===== config.mk =====
export PLATFORM = sky130hd
export DESIGN_NAME = shift_rows_pipe
export DESIGN_NICKNAME = d
export VERILOG_FILES = /design/src/rtl/aes_pkg.sv /design/src/rtl/shift_rows_perm.sv /design/src/rtl/shift_rows_pipe.sv
export SDC_FILE = /design/constraint.sdc
export NUM_CORES = 1
export LEC_CHECK = 0
export ABC_AREA = 1
export BUFFER_PORTS_ARGS = -buffer_cell sky130_fd_sc_hd__clkbuf_2
export CORE_ASPECT_RATIO = 0.7
export CORE_MARGIN = 4
export CORE_UTILIZATION = 50
export DETAILED_ROUTE_END_ITERATION = 16
export HOLD_SLACK_MARGIN = 0.15
export PLACE_DENSITY = 0.83
export SLEW_MARGIN = 0
export SYNTH_ARGS = -nofsm -noshare
export SYNTH_HDL_FRONTEND = slang
export SYNTH_SLANG_ARGS = --single-unit

===== constraint.sdc =====
create_clock -name clk -period 3.4 [get_ports clk]
set_input_delay 1.02 -clock clk [delete_from_list [all_inputs] [get_ports clk]]
set_output_delay 1.02 -clock clk [all_outputs]
set_load 0.01 [all_outputs]

===== src/rtl/aes_pkg.sv =====
// Shared ShiftRows helpers: per-row rotate amounts, legal block widths and
// the (row, col) -> bit offset mapping of the state vector.
package aes_pkg;

  localparam int ROWS = 4;

  // Rijndael row rotate: rows 2/3 move one further when the block is 256 bits wide.
  function automatic int shift_off(input int nb, input int row);
    if (nb == 8 && row >= 2) return row + 1;
    return row;
  endfunction

  function automatic bit nb_legal(input int nb);
    return (nb == 4) || (nb == 6) || (nb == 8);
  endfunction

  function automatic int byte_idx(input int col, input int row);
    return 32 * col + 8 * row;
  endfunction

endpackage


===== src/rtl/shift_rows_perm.sv =====
// Combinational forward/inverse ShiftRows byte permutation for NB columns.
// With SHIFT_ROWS_PIPE_BYPASS_EN an identity bypass overrides the direction.
module shift_rows_perm
  import aes_pkg::*;
#(
  parameter int NB = 4
) (
  input  logic            inv,
`ifdef SHIFT_ROWS_PIPE_BYPASS_EN
  input  logic            bypass,
`endif
  input  logic [32*NB-1:0] s,
  output logic [32*NB-1:0] p
);

  for (genvar r = 0; r < ROWS; r++) begin : g_row
    for (genvar c = 0; c < NB; c++) begin : g_col
      localparam int OFF = shift_off(NB, r);
      localparam int FWD = byte_idx((c + OFF) % NB, r);
      localparam int INV = byte_idx((c + NB - OFF) % NB, r);
      localparam int DST = byte_idx(c, r);
      logic [7:0] perm_b;

      // Pure wiring per byte; row 0 folds to a straight connection.
      assign perm_b = inv ? s[INV +: 8] : s[FWD +: 8];
`ifdef SHIFT_ROWS_PIPE_BYPASS_EN
      assign p[DST +: 8] = bypass ? s[DST +: 8] : perm_b;
`else
      assign p[DST +: 8] = perm_b;
`endif
    end
  end

endmodule


===== src/rtl/shift_rows_pipe.sv =====
// Elastic ShiftRows stage: permute on entry, then PIPE_STAGES valid/ready registers.
// Optional identity bypass port enabled by SHIFT_ROWS_PIPE_BYPASS_EN.
module shift_rows_pipe
  import aes_pkg::*;
#(
  parameter int NB          = 4,
  parameter int PIPE_STAGES = 1,
  parameter int TAG_W       = 4
) (
  input  logic              clk,
  input  logic              rst,
  input  logic              in_valid,
  output logic              in_ready,
  input  logic              in_inv_flag,
`ifdef SHIFT_ROWS_PIPE_BYPASS_EN
  input  logic              in_bypass,
`endif
  input  logic [TAG_W-1:0]  in_tag,
  input  logic [32*NB-1:0]  in_s,
  output logic              out_valid,
  input  logic              out_ready,
  output logic [TAG_W-1:0]  out_tag,
  output logic [32*NB-1:0]  out_s
);

  localparam int SW   = 32 * NB;
  localparam int LAST = PIPE_STAGES - 1;

  if (!nb_legal(NB)) begin : g_bad_nb
    $error("shift_rows_pipe: NB must be 4, 6 or 8");
  end
  if (PIPE_STAGES < 1 || PIPE_STAGES > 3) begin : g_bad_depth
    $error("shift_rows_pipe: PIPE_STAGES must be 1..3");
  end
  if (TAG_W < 1) begin : g_bad_tag
    $error("shift_rows_pipe: TAG_W must be at least 1");
  end

  logic [SW-1:0]                   perm_s;
  logic [PIPE_STAGES-1:0]          v;
  logic [PIPE_STAGES-1:0]          ld;
  logic [PIPE_STAGES-1:0][SW-1:0]  s_q;
  logic [PIPE_STAGES-1:0][TAG_W-1:0] tag_q;
  logic                            down;

  shift_rows_perm #(.NB(NB)) u_perm (
    .inv    (in_inv_flag),
`ifdef SHIFT_ROWS_PIPE_BYPASS_EN
    .bypass (in_bypass),
`endif
    .s      (in_s),
    .p      (perm_s)
  );

  // Ready ripples back from the output: a stage may load if empty or if it drains.
  always_comb begin
    ld   = '0;
    down = out_ready;
    for (int k = LAST; k >= 0; k--) begin
      ld[k] = !v[k] || down;
      down  = ld[k];
    end
  end

  for (genvar k = 0; k < PIPE_STAGES; k++) begin : g_stage
    logic             v_in, v_r;
    logic [SW-1:0]    s_in, s_r;
    logic [TAG_W-1:0] t_in, t_r;

    if (k == 0) begin : g_head
      assign v_in = in_valid;
      assign s_in = perm_s;
      assign t_in = in_tag;
    end else begin : g_body
      assign v_in = v[k-1];
      assign s_in = s_q[k-1];
      assign t_in = tag_q[k-1];
    end

    always_ff @(posedge clk) begin
      if (rst) begin
        v_r <= 1'b0;
        s_r <= '0;
        t_r <= '0;
      end else if (ld[k]) begin
        v_r <= v_in;
        if (v_in) begin
          s_r <= s_in;
          t_r <= t_in;
        end
      end
    end

    assign v[k]     = v_r;
    assign s_q[k]   = s_r;
    assign tag_q[k] = t_r;
  end

  assign in_ready  = ld[0];
  assign out_valid = v[LAST];
  assign out_s     = s_q[LAST];
  assign out_tag   = tag_q[LAST];

endmodule

==> flow_summary.ini <==
[sta]
fin_crit_sh_pct = 77.75
rsz0062_at_grt = false
setup-tns-final_ps = 0
max_slew_margin_pct = 54.63
setup_viol = 0
setup_slack_ps = 756.4
tightest_slew_ps = 680.6
maxSlewViolCount = 0
fmax_mhz = 378.3
hold_violations = 0
fin_skew_ps = 10.50
min_period_ps = 2644

[worst_setup_path]
r2r-start = out_valid
critical_path_class = input port to output port
ff2ff_path_depth = 6
r2r_end = out_s[72]
rrSetupSlack_ps = 1720
cp.required_ps = 2380
worstSetupEndpointType = output port
cp-start-kind = input port
critPathMaxFanout = 29
worst-endpoint-arrival_ps = 1620

[synth]
syn_avg_cell_area_sq_um = 6.050
yosysTopAreaCellShare_pct = 41.72
synth-warning-count = 0
netlist_area_sq_um = 6382
ys_seq_area_share_pct = 41.72
syn_inst = 1055
synth.largest_area_cell = dfxtp_1
synth_enable_flop_cells = 0
synth_nets = 1192
synthArstFlopShare_pct = 0
postSynthRegisterBits = 133
ys.flop_type = dfxtp_1
ys_top_cells_by_area = dfxtp_1 (42%), nor2_1 (16%), nand2_1 (15%)
synthDistinctLibCells = 16

[detailed_routing]
first_pass_iters = 5
dr.first_iter.drc_count = 304
routedWlPerCell_microns = 11.36
drt-total-wl_microns = 16620
viasPerCell = 4.508
vias = 6595
ant_nets = 0
drc = 0

[cts]
clock-sinks = 133
clkTransAtPathRegs_ps = 50
cts.path.max_buffers = 2
cts.htree.levels = 4
cts_buffers = 17
ctsResizeCount = 0
cts_hold_buf = 0
cts_root_buf = clkbuf_16
cts_tree = built
post_cts_buffers = 0
clk_latency_ps = 400

[placed_design]
gp_congestion = 0.8170
place_ws_ps = 755.7
portBuffers = 270
hpwl_microns = 11900

[final_layout]
drive_gt1_share_pct = 24.06
diodes = 0
area.growth.synth_to_final_pct = 30.66
seq_area_sq_um = 2663
fill_cells = 1112
fin_nets = 1426
multiInputGateArea_sq_um = 2655

[power]
switchingPower_mw = 1.183
power_mw = 4.333
power_frac_comb_pct = 16.8
clkPwrFrac_pct = 42.8
netSwitchingFraction_pct = 27.31
ir_drop_mv = 0.4172
intPower_mw = 3.150
power_density_nw_per_um2 = 519.6
pwr-share-seq_pct = 40.5
p_leak_nw = 5.006

[status]
status = complete, no violations

[die]
core_area_sq_um = 12460
die_w_microns = 143.0
initial_core_util_pct = 51.20
placementRows = 34
dieHeight_microns = 102.5
dieArea_sq_um = 14670
boundaryPins = 271

[global_route]
antenna_found_initial = 0
grt_first_pass_wirelength_microns = 26140
grt_overflow = 0
grt_max_degree = 71
grt_pass1_vias = 5599
grt_usage_pct = 21.68

[min_path]
holdPathEnd = out_s[2]
hold_depth = 2
hold_class = register to register
hold_path.startpoint = out_s[2]

[run]
drv_cap = 0
-- how the worst max path moves through the flow --
stage	startpoint	endpoint	slack, ps
after floorplan	out_ready	in_ready	930
after global placement	out_ready	in_ready	780
after detailed placement	out_ready	in_ready	760
after CTS	out_ready	in_ready	760
after global routing	out_ready	in_ready	720
final	out_ready	in_ready	760
-- cells by family (layout without fill, tap and decap cells) --
family | count (synthesis) | after routing | share of synthesized area [%]
buffers and inverters | 263 | 509 | 16.76
and+or+nand+nor | 594 | 594 | 36.42
AOI/OAI and AO/OA | 65 | 65 | 5.097
DFF | 133 | 133 | 41.72
-- metrics by stage --
stage,util [%],hold WS (ps),area (sq um),cells
2_1_floorplan,-,503.4,6382,1055
3_3_place_gp,62.11,448.0,7741,1432
3_5_place_dp,62.11,456.2,7741,1432
4_1_cts,66.90,470.8,8339,1463
5_1_grt,66.90,494.7,8339,1463
6_report,66.90,465.1,8339,1463
-- state kept, by name, indices dropped and copies added (netlist names) --
| name | flops |
|---|---|
| out_tag | 4 |
| out_s | 128 |
| out_valid | 1 |
-- layout by cell type, fill, tap and decap left out, types with 4 or more instances in the layout --
cell       synthesis  final
buf_4              9      6
dfxtp_1          133    133
nor2_1           264    264
clkbuf_2           0    269
clkbuf_16          0     17
buf_12             0      4
nand3_1           68     68
nand2_1          260    260
inv_1            197    197
o21ai_0           64     64
-- layout make-up --
type                    instances  share of cell area, %
clock buffers                  19                  5.311
clock inverters                12                  1.860
inverters                     199                  8.987
multi-input cells             659                  31.84
flip-flops and latches        133                  31.93
well taps                     162                  2.431
repair buffers                279                  17.64
-- worst max-delay path, stage by stage --
cell,delay [ps]
clkbuf_2,90
inv_1,60
nand2_4,260
clkbuf_2,200
-- cell usage after synthesis, types with 2 or more instances --
| library cell | count |
|---|---|
| clkbuf_1 | 25 |
| buf_2 | 27 |
| inv_1 | 197 |
| o21ai_0 | 64 |
| dfxtp_1 | 133 |
| nand3_1 | 68 |
| nand2_1 | 260 |
| nor2_1 | 264 |
| buf_4 | 9 |
| buf_6 | 2 |
-- power groups by stage --
stage / Clock, mW / Sequential (mW) / Combinational (mW)
CTS: 1.88 / 1.75 / 0.733
finish: 1.85 / 1.75 / 0.726
detailed placement: 0 / 1.79 / 0.729
floorplan: 0 / 1.84 / 0.384
global route: 1.95 / 1.77 / 0.828
global placement: 0 / 1.78 / 0.713
-- per-layer routing --
metal,up-vias,part of all wire [%],track usage [%]
met1,2866,45,28.91
li1,3533,-,-
met3,16,5.9,4.590
met2,180,48,36.18
met4,0,1.3,5.771
met5,-,0,0
Power figures use the tool's default switching activity.
